[src/rtl/ddr_mba_rspctl.sv]
// ddr_mba_rspctl -- MBA responder (target side) of the arbitration interface.
//
// Accepts MBA requests, acknowledges each with a one-cycle ARB_REL pulse,
// advertises free queue space on ARB_NEL, buffers up to P_QD requests and
// expands each into a stream of 16-byte beats on a valid/ready command port.
//
// Optional feature macro: DDR_MBA_RSP_PAGESPLIT_EN
//   defined   : a request crossing a 2^P_PAGE_W-beat page boundary is split
//               into several FIRST..LAST segments (same beat count).
//   undefined : one FIRST..LAST segment per request; page crossings ignored.
//
// Ports:
//   CLK, ZRESET        clock, asynchronous active-low reset
//   ARB_REQ (in, low)  request, held low until ARB_REL is seen
//   ARB_REL (out)      one-cycle accept pulse
//   ARB_NEL (out)      queue can accept a request (registered)
//   ARB_RZW/ADR/BST    direction (1=read), word address [29:2], beats-1
//   CMD_VALID/READY    beat handshake to the DDR command sequencer
//   CMD_RZW/ADR        beat direction and beat address [29:4]
//   CMD_FIRST/LAST     segment delimiters
//   BUSY (out)         queue non-empty or a request in flight (registered)
module ddr_mba_rspctl #(
  parameter int P_QD     = 2,
  parameter int P_PAGE_W = 6
) (
  input  logic        CLK,
  input  logic        ZRESET,
  input  logic        ARB_REQ,
  output logic        ARB_REL,
  output logic        ARB_NEL,
  input  logic        ARB_RZW,
  input  logic [27:0] ARB_ADR,
  input  logic [7:0]  ARB_BST,
  output logic        CMD_VALID,
  input  logic        CMD_READY,
  output logic        CMD_RZW,
  output logic [25:0] CMD_ADR,
  output logic        CMD_FIRST,
  output logic        CMD_LAST,
  output logic        BUSY
);

`ifdef DDR_MBA_RSP_PAGESPLIT_EN
  localparam bit LP_SPLIT = 1'b1;
`else
  localparam bit LP_SPLIT = 1'b0;
`endif

  localparam int PW = (P_QD > 2) ? 2 : 1;
  localparam int CW = PW + 1;
  localparam int EW = 35;  // {rzw, adr[29:4], bst}
  localparam logic [CW-1:0] LP_FULL = CW'(P_QD);

  typedef enum logic {S_IDLE, S_RUN} state_t;

  logic [EW-1:0] r_q [P_QD];
  logic [PW-1:0] r_wp, r_rp;
  logic [CW-1:0] r_cnt;
  logic          r_rel, r_nel, r_busy;
  state_t        r_state;
  logic [25:0]   r_adr;
  logic [7:0]    r_rem;
  logic          r_rzw, r_first, r_last;

  state_t        w_state_nxt;
  logic          w_push, w_pop, w_hs, w_hs_done;
  logic [CW-1:0] w_cnt_nxt;
  logic [EW-1:0] w_head;
  logic          w_head_rzw;
  logic [25:0]   w_head_adr, w_head_a1, w_adr_n1, w_adr_n2;
  logic [7:0]    w_head_bst;
  logic          w_ld_last, w_nx_last;
  logic          w_unused;

  // Byte-in-beat address bits carry no information for 16-byte beats.
  assign w_unused = ^ARB_ADR[1:0];

  // ~r_rel blocks a second capture while the initiator still holds ARB_REQ
  // low in the cycle it sees the acknowledge.
  assign w_push    = ~ARB_REQ & ~r_rel & (r_cnt != LP_FULL);
  assign w_pop     = (r_state == S_IDLE) & (r_cnt != '0);
  assign w_hs      = (r_state == S_RUN) & CMD_READY;
  assign w_hs_done = w_hs & (r_rem == 8'd0);
  assign w_cnt_nxt = r_cnt + CW'(w_push) - CW'(w_pop);

  assign w_head     = r_q[r_rp];
  assign w_head_rzw = w_head[34];
  assign w_head_adr = w_head[33:8];
  assign w_head_bst = w_head[7:0];

  // A beat closes its segment when the beat after it starts a new page.
  assign w_head_a1 = w_head_adr + 26'd1;
  assign w_adr_n1  = r_adr + 26'd1;
  assign w_adr_n2  = r_adr + 26'd2;
  assign w_ld_last = (w_head_bst == 8'd0) |
                     (LP_SPLIT & (w_head_a1[P_PAGE_W-1:0] == '0));
  assign w_nx_last = (r_rem == 8'd1) |
                     (LP_SPLIT & (w_adr_n2[P_PAGE_W-1:0] == '0));

  always_comb begin
    w_state_nxt = r_state;
    case (r_state)
      S_IDLE:  if (w_pop)     w_state_nxt = S_RUN;
      S_RUN:   if (w_hs_done) w_state_nxt = S_IDLE;
      default: w_state_nxt = S_IDLE;
    endcase
  end

  always_ff @(posedge CLK or negedge ZRESET) begin
    if (!ZRESET) r_state <= S_IDLE;
    else         r_state <= w_state_nxt;
  end

  // Queue storage needs no reset: occupancy is tracked by r_cnt alone.
  always_ff @(posedge CLK) begin
    if (w_push) r_q[r_wp] <= {ARB_RZW, ARB_ADR[27:2], ARB_BST};
  end

  always_ff @(posedge CLK or negedge ZRESET) begin
    if (!ZRESET) begin
      r_wp   <= '0;
      r_rp   <= '0;
      r_cnt  <= '0;
      r_rel  <= 1'b0;
      r_nel  <= 1'b0;
      r_busy <= 1'b0;
    end else begin
      if (w_push) r_wp <= r_wp + PW'(1);
      if (w_pop)  r_rp <= r_rp + PW'(1);
      r_cnt  <= w_cnt_nxt;
      r_rel  <= w_push;
      r_nel  <= (w_cnt_nxt != LP_FULL);
      r_busy <= (w_cnt_nxt != '0) | (w_state_nxt != S_IDLE);
    end
  end

  // Beat generator: loads on pop, advances on every handshake.
  always_ff @(posedge CLK or negedge ZRESET) begin
    if (!ZRESET) begin
      r_adr   <= '0;
      r_rem   <= '0;
      r_rzw   <= 1'b0;
      r_first <= 1'b0;
      r_last  <= 1'b0;
    end else if (w_pop) begin
      r_adr   <= w_head_adr;
      r_rem   <= w_head_bst;
      r_rzw   <= w_head_rzw;
      r_first <= 1'b1;
      r_last  <= w_ld_last;
    end else if (w_hs & ~w_hs_done) begin
      r_adr   <= w_adr_n1;
      r_rem   <= r_rem - 8'd1;
      r_first <= LP_SPLIT & r_last;
      r_last  <= w_nx_last;
    end
  end

  assign ARB_REL   = r_rel;
  assign ARB_NEL   = r_nel;
  assign BUSY      = r_busy;
  assign CMD_VALID = (r_state == S_RUN);
  assign CMD_RZW   = r_rzw;
  assign CMD_ADR   = r_adr;
  assign CMD_FIRST = r_first;
  assign CMD_LAST  = r_last;

endmodule

[config.mk]
export PLATFORM = sky130hd
export DESIGN_NAME = ddr_mba_rspctl
export DESIGN_NICKNAME = d
export VERILOG_FILES = /design/src/rtl/ddr_mba_rspctl.sv
export SDC_FILE = /design/constraint.sdc
export NUM_CORES = 1
export LEC_CHECK = 0
export ABC_AREA = 0
export BUFFER_PORTS_ARGS = -buffer_cell sky130_fd_sc_hd__buf_2
export CAP_MARGIN = 10
export CORE_AREA = 10 10 104 106
export DETAILED_ROUTE_END_ITERATION = 10
export DIE_AREA = 0 0 114 116
export HOLD_SLACK_MARGIN = 0.05
export PLACE_DENSITY = 0.81
export SETUP_SLACK_MARGIN = 0.02
export SYNTH_ARGS = -nofsm -noshare
export SYNTH_HDL_FRONTEND = slang
export SYNTH_SLANG_ARGS = --single-unit
[constraint.sdc]
create_clock -name CLK -period 13.1 [get_ports CLK]
set_input_delay 1.965 -clock CLK [delete_from_list [all_inputs] [get_ports CLK]]
set_output_delay 1.965 -clock CLK [all_outputs]
set_load 0.005 [all_outputs]
==> Word-level counts from Yosys, hierarchy flattened <==
Memory sizes are Yosys's and may differ from the RTL's.
Cells that the tools add are included.
{ "totals": {"elab_cells": 51, "mem_bits_rw": 70, "romBits": 0, "reg_bits": 45, "latch_bits": 0, "output_inout_bits": 33, "inputBits": 41, "memories": 1} }
{ "mem_list": {"columns": ["memory", "depth", "word_bits", "read_ports", "rd_ports_with_merged_regs", "write_ports", "line", "source"], "rows": [
  ["r_q", 2, 35, 1, 0, 1, "56", "logic [EW-1:0] r_q [P_QD];"]
]} }
{ "op_classes": {"n_shift": 0, "multipliers": 0, "eq_ne": 3, "n_bitwise": 11, "n_addsub": 6, "n_lt_le_gt_ge": 0, "mux": 13, "n_reduce_logical": 5, "div_mod_pow": 0} }
{ "ops": {"columns": ["op", "n"], "rows": [
  ["26-bit 2-to-1 mux", 2],
  ["26-bit by 1-bit adder with 26-bit output (second input constant)", 1],
  ["8-bit zero test", 2],
  ["8-bit 2-to-1 mux", 2],
  ["8-bit by 1-bit equality test with 1-bit output (second input constant)", 1],
  ["1-bit 2-to-1 mux", 8],
  ["8-bit by 1-bit subtractor with 8-bit output (second input constant)", 1],
  ["1-bit AND", 6],
  ["2-bit nonzero test", 3],
  ["2-bit != test (second input constant)", 2],
  ["1-bit NOT", 4],
  ["1-bit adder (second input constant)", 2],
  ["2-bit by 1-bit adder with 2-bit output", 1],
  ["1-bit one-hot mux with 2 select lines", 1],
  ["2-bit by 1-bit subtractor with 2-bit output", 1],
  ["1-bit bitwise OR", 1]
]} }

==> Depth between registers and ports, before layout <==
{ "depth": {"depth_word": 7, "depth_mapped": 9, "ltp_nobuf": 8} }

==> Worst setup path before layout <==
Ideal clock, no wire load.
{ "synth_path": {"kind": "input to register", "startpoint": "input port ARB_REQ", "endpoint": "memory r_q[0][0], enable pin", "arrival_time_ps": 5466, "setup_slack_ps": 7116, "cell_stages": 1, "setup_ps": 518, "n_path_buf": 0, "cell_sequence": "nor4_1"} }
{ "synth_via": {"elab_chain_cells": 5} }
{ "synth_lines": {"columns": ["element", "line", "source"], "rows": [
  ["start, declared", "28", "input logic ARB_REQ,"],
  ["1-bit NOT", "80", "assign w_push = ~ARB_REQ & ~r_rel & (r_cnt != LP_FULL);"],
  ["1-bit AND (2 in series)", "80", null],
  ["1-bit 2-to-1 mux", "116", "if (w_push) r_q[r_wp] <= {ARB_RZW, ARB_ADR[27:2], ARB_BST};"],
  ["1-bit 2-to-1 mux (not written as such)", "116", null],
  ["end, declared", "56", null]
]} }
Every way passes these cells.

==> Final worst setup path <==
{ "layout_path": {"startpoint": "input port ARB_REQ", "endpoint": "memory r_q[1][31], enable pin"} }
{ "layout_via": {"elab_chain_cells": 5} }
{ "layout_lines": {"columns": ["element", "line", "source"], "rows": [
  ["1-bit NOT", "80", null],
  ["1-bit AND (2 in series)", "80", null],
  ["net w_push", "66", "logic w_push, w_pop, w_hs, w_hs_done;"],
  ["1-bit 2-to-1 mux", "116", null],
  ["1-bit 2-to-1 mux (not written as such)", "116", null]
]} }
The timed path passes the listed nets, and every way through them passes these cells.

==> qor.csv <==
metric,value,unit
run status,completed,
Final ANT Viol Nets,0,
P_sw,0.0004688,W
part of the power in registers,44.6,%
pwr dens,223.5,nW/um2
Cell Int Power,0.0009035,W
Worst R2R Start,r_rem[0],
worst-skew pair later-pin latency,0.52,ns
post-synthesis sequential area ratio,62.90,%
fill count,611,
compound-gate portion of the synthesized area,13.53,%
Vias,3806,
switch share,34.16,%
"Cell Area, Synth",5132,um2
post-synth top area share,40.96,%
crit start category,input pin,
XOR/XNOR Fraction of Synth Area,1.195,%
vias in the first global route,3732,
Post-synth EDFFs,70,
initial antenna violation count,0,
synth unique cells,53,
DR vias/cell,6.365,
setup TNS,0,ns
Post-CTS Resized,0,
r2r setup slk,10.55,ns
crit path max fanout,21,
CTS root buf,clkbuf_8,
Post-Syn Area per Cell,12.77,um2
leakage,2.301,nW
fin util,70.76,%
Die ar.,13220,um2
Clk pwr share,30.8,%
Final min period,3.447,ns
synth cell count leaders,"edfxtp_1, dfrtp_1, nand2_1",
Worst Hold Class,reg -> reg,
Max H-tree Level,4,
top-count cell post-synth,edfxtp_1,
core area,8678,um2
Initial Util,59.14,%
maxcap violations,0,
Starting DRT DRC Count,354,
DIE HEIGHT,116,um
worst slew pin tran,1.116,ns
TritonCTS buffer count,17,
DRT Pass-1 Iters,6,
"Req. time, crit path",13.29,ns
largest net degree at the start of global routing,66,
worst reg2reg path depth,6,
highest achievable clock rate,290.1,MHz
Post-synth ARST share,39.13,%
CTS clock-pin slew for the worst setup and hold paths,0.06,ns
hold buffers post-CTS,0,
RSZ-0062 raised after global routing,false,
"Remaining Overflow, GRT",0,
adder-cell share of the synthesized area,1.219,%
ys flop type,edfxtp_1,
Comb pwr share,24.6,%
critical path capture point type,flop,
number of buffers added for setup after CTS,0,
hold_ws,0.4865,ns
post-DP HPWL,7.883,mm
FP Rows,34,
GP Congestion,0.8255,
maximum clock path buffer count,2,
Setup CP Type,in -> reg,
Tot Pwr,0.001372,W
Pins Over Slew Limit,0,
CP arrival,3.64,ns
final worst-path cycle share,26.32,%
Port Buffers,71,
max_slew headroom,25.62,%
layout cells sized above 1,25.31,%
GR Util All Layers,18.43,%
Peak supply drop,0.0001341,V
DRC errors left,0,
Ant. Diodes,0,
mux contribution to synthesized area,3.584,%
Synth area leader,edfxtp_1,
nets,523,
Sink Count,115,
total wire length,12.04,mm
Final Hold Fails,0,
Critical R2R Capture,r_rem[5],
Yosys reg bits,115,
first-pass GRT wire length,19.14,mm
largest family of logic cells by synthesized area,simple AND/OR/NAND/NOR gates,
Post-Synth Simple-Gate Area,15.21,%
Setup Skew,0.006334,ns
P&R area growth vs syn,19.65,%
Mapped Cells,402,
Syn Nets,448,
Critical path origin,ARB_REQ,
"Setup violations, final",0,
CTS tree,yes,
wire per inst,20.14,um
boundary pin count,74,
Die X,114,um
"top cells by area, synth","edfxtp_1, dfrtp_1, a211oi_1",
YS warnings,0,
CP endpoint,r_q[1][31],
kinds of logic (layout without fill, tap and decap cells):
kind of cell,count (synthesis),after routing
and+or+nand+nor,136,136
xor gates and xnor gates,7,7
buffers and inverters,27,115
adders and majority gates,5,5
DFF,115,115
AOI/OAI and AO/OA,94,94
muxes,18,18
layout make-up:
cell class,count,area [um2],share of cell area [%]
clock buffers,20,445.4,7.253
clock inverters,12,107.6,1.752
inverters,6,22.52,0.3667
multi-input cells,260,1800,29.32
flip-flops and latches,115,3229,52.59
well taps,108,135.1,2.200
repair buffers,77,400.4,6.520
power groups by stage:
| stage | combinational, W | clock, W | sequential (W) |
|---|---|---|---|
| floorplan | 0.000247 | 0 | 0.000570 |
| global placement | 0.000317 | 0 | 0.000605 |
| detailed placement | 0.000333 | 0 | 0.000614 |
| CTS | 0.000340 | 0.000425 | 0.000610 |
| global route | 0.000376 | 0.000444 | 0.000626 |
| finish | 0.000337 | 0.000423 | 0.000612 |
metrics by stage:
stage                     std cells  setup WS [ns]  area [um2]
after global placement          565          9.122        5580
after floorplan                 402          7.116        5132
final                           598          9.653        6141
after CTS                       597          9.625        6133
after detailed placement        565          9.093        5580
after global routing            598          9.524        6141
how the worst min path moves through the flow:
| stage | startpoint | to | slack (ns) | depth (start not counted) |
|---|---|---|---|---|
| 3_5_place_dp | CMD_RZW | CMD_RZW | 0.47 | 2 |
| 6_report | CMD_RZW | CMD_RZW | 0.49 | 2 |
| 2_1_floorplan | r_wp | r_wp | 0.46 | 1 |
| 3_3_place_gp | CMD_RZW | CMD_RZW | 0.46 | 2 |
| 5_1_grt | CMD_RZW | CMD_RZW | 0.53 | 2 |
| 4_1_cts | CMD_RZW | CMD_RZW | 0.49 | 2 |
metal layers:
layer / track usage [%] / wire, um / vias to the layer above
met3: 5.891 / 848 / 19
li1: - / - / 1736
met4: 5.848 / 191 / 0
met2: 30.64 / 6043 / 193
met1: 22.42 / 4961 / 1858
met5: 0 / 0 / -
layout by cell type, fill, tap and decap left out, drive strengths merged, types with 6 or more instances in the layout:
master / netlist / layout
nor2b: 21 / 21
or3: 6 / 6
a31o: 6 / 6
buf: 10 / 77
mux2i: 15 / 15
nor3: 11 / 11
nor2: 16 / 16
a31oi: 17 / 17
dfrtp: 45 / 45
or4: 11 / 11
nand3: 9 / 9
a211oi: 23 / 23
clkbuf: 11 / 20
o211ai: 6 / 6
nand2: 25 / 25
inv: 6 / 7
a21oi: 8 / 8
edfxtp: 70 / 70
nand4: 11 / 11
nor4: 7 / 7
o31ai: 7 / 7
and3: 6 / 6
critical path, stage by stage:
cell and delay [ns]:
buf_2 0.12, nor3_1 0.39, and2_1 0.73, buf_4 0.41
sequential cells by signal (all words and copies together) (netlist names):
name and flops:
CMD_RZW 1, r_wp 1, r_cnt 2, CMD_FIRST 1
CMD_VALID 1, CMD_LAST 1, r_q 70, ARB_NEL 1
r_rem 8, BUSY 1, CMD_ADR 26, ARB_REL 1
r_rp 1
Power figures use the tool's default switching activity.
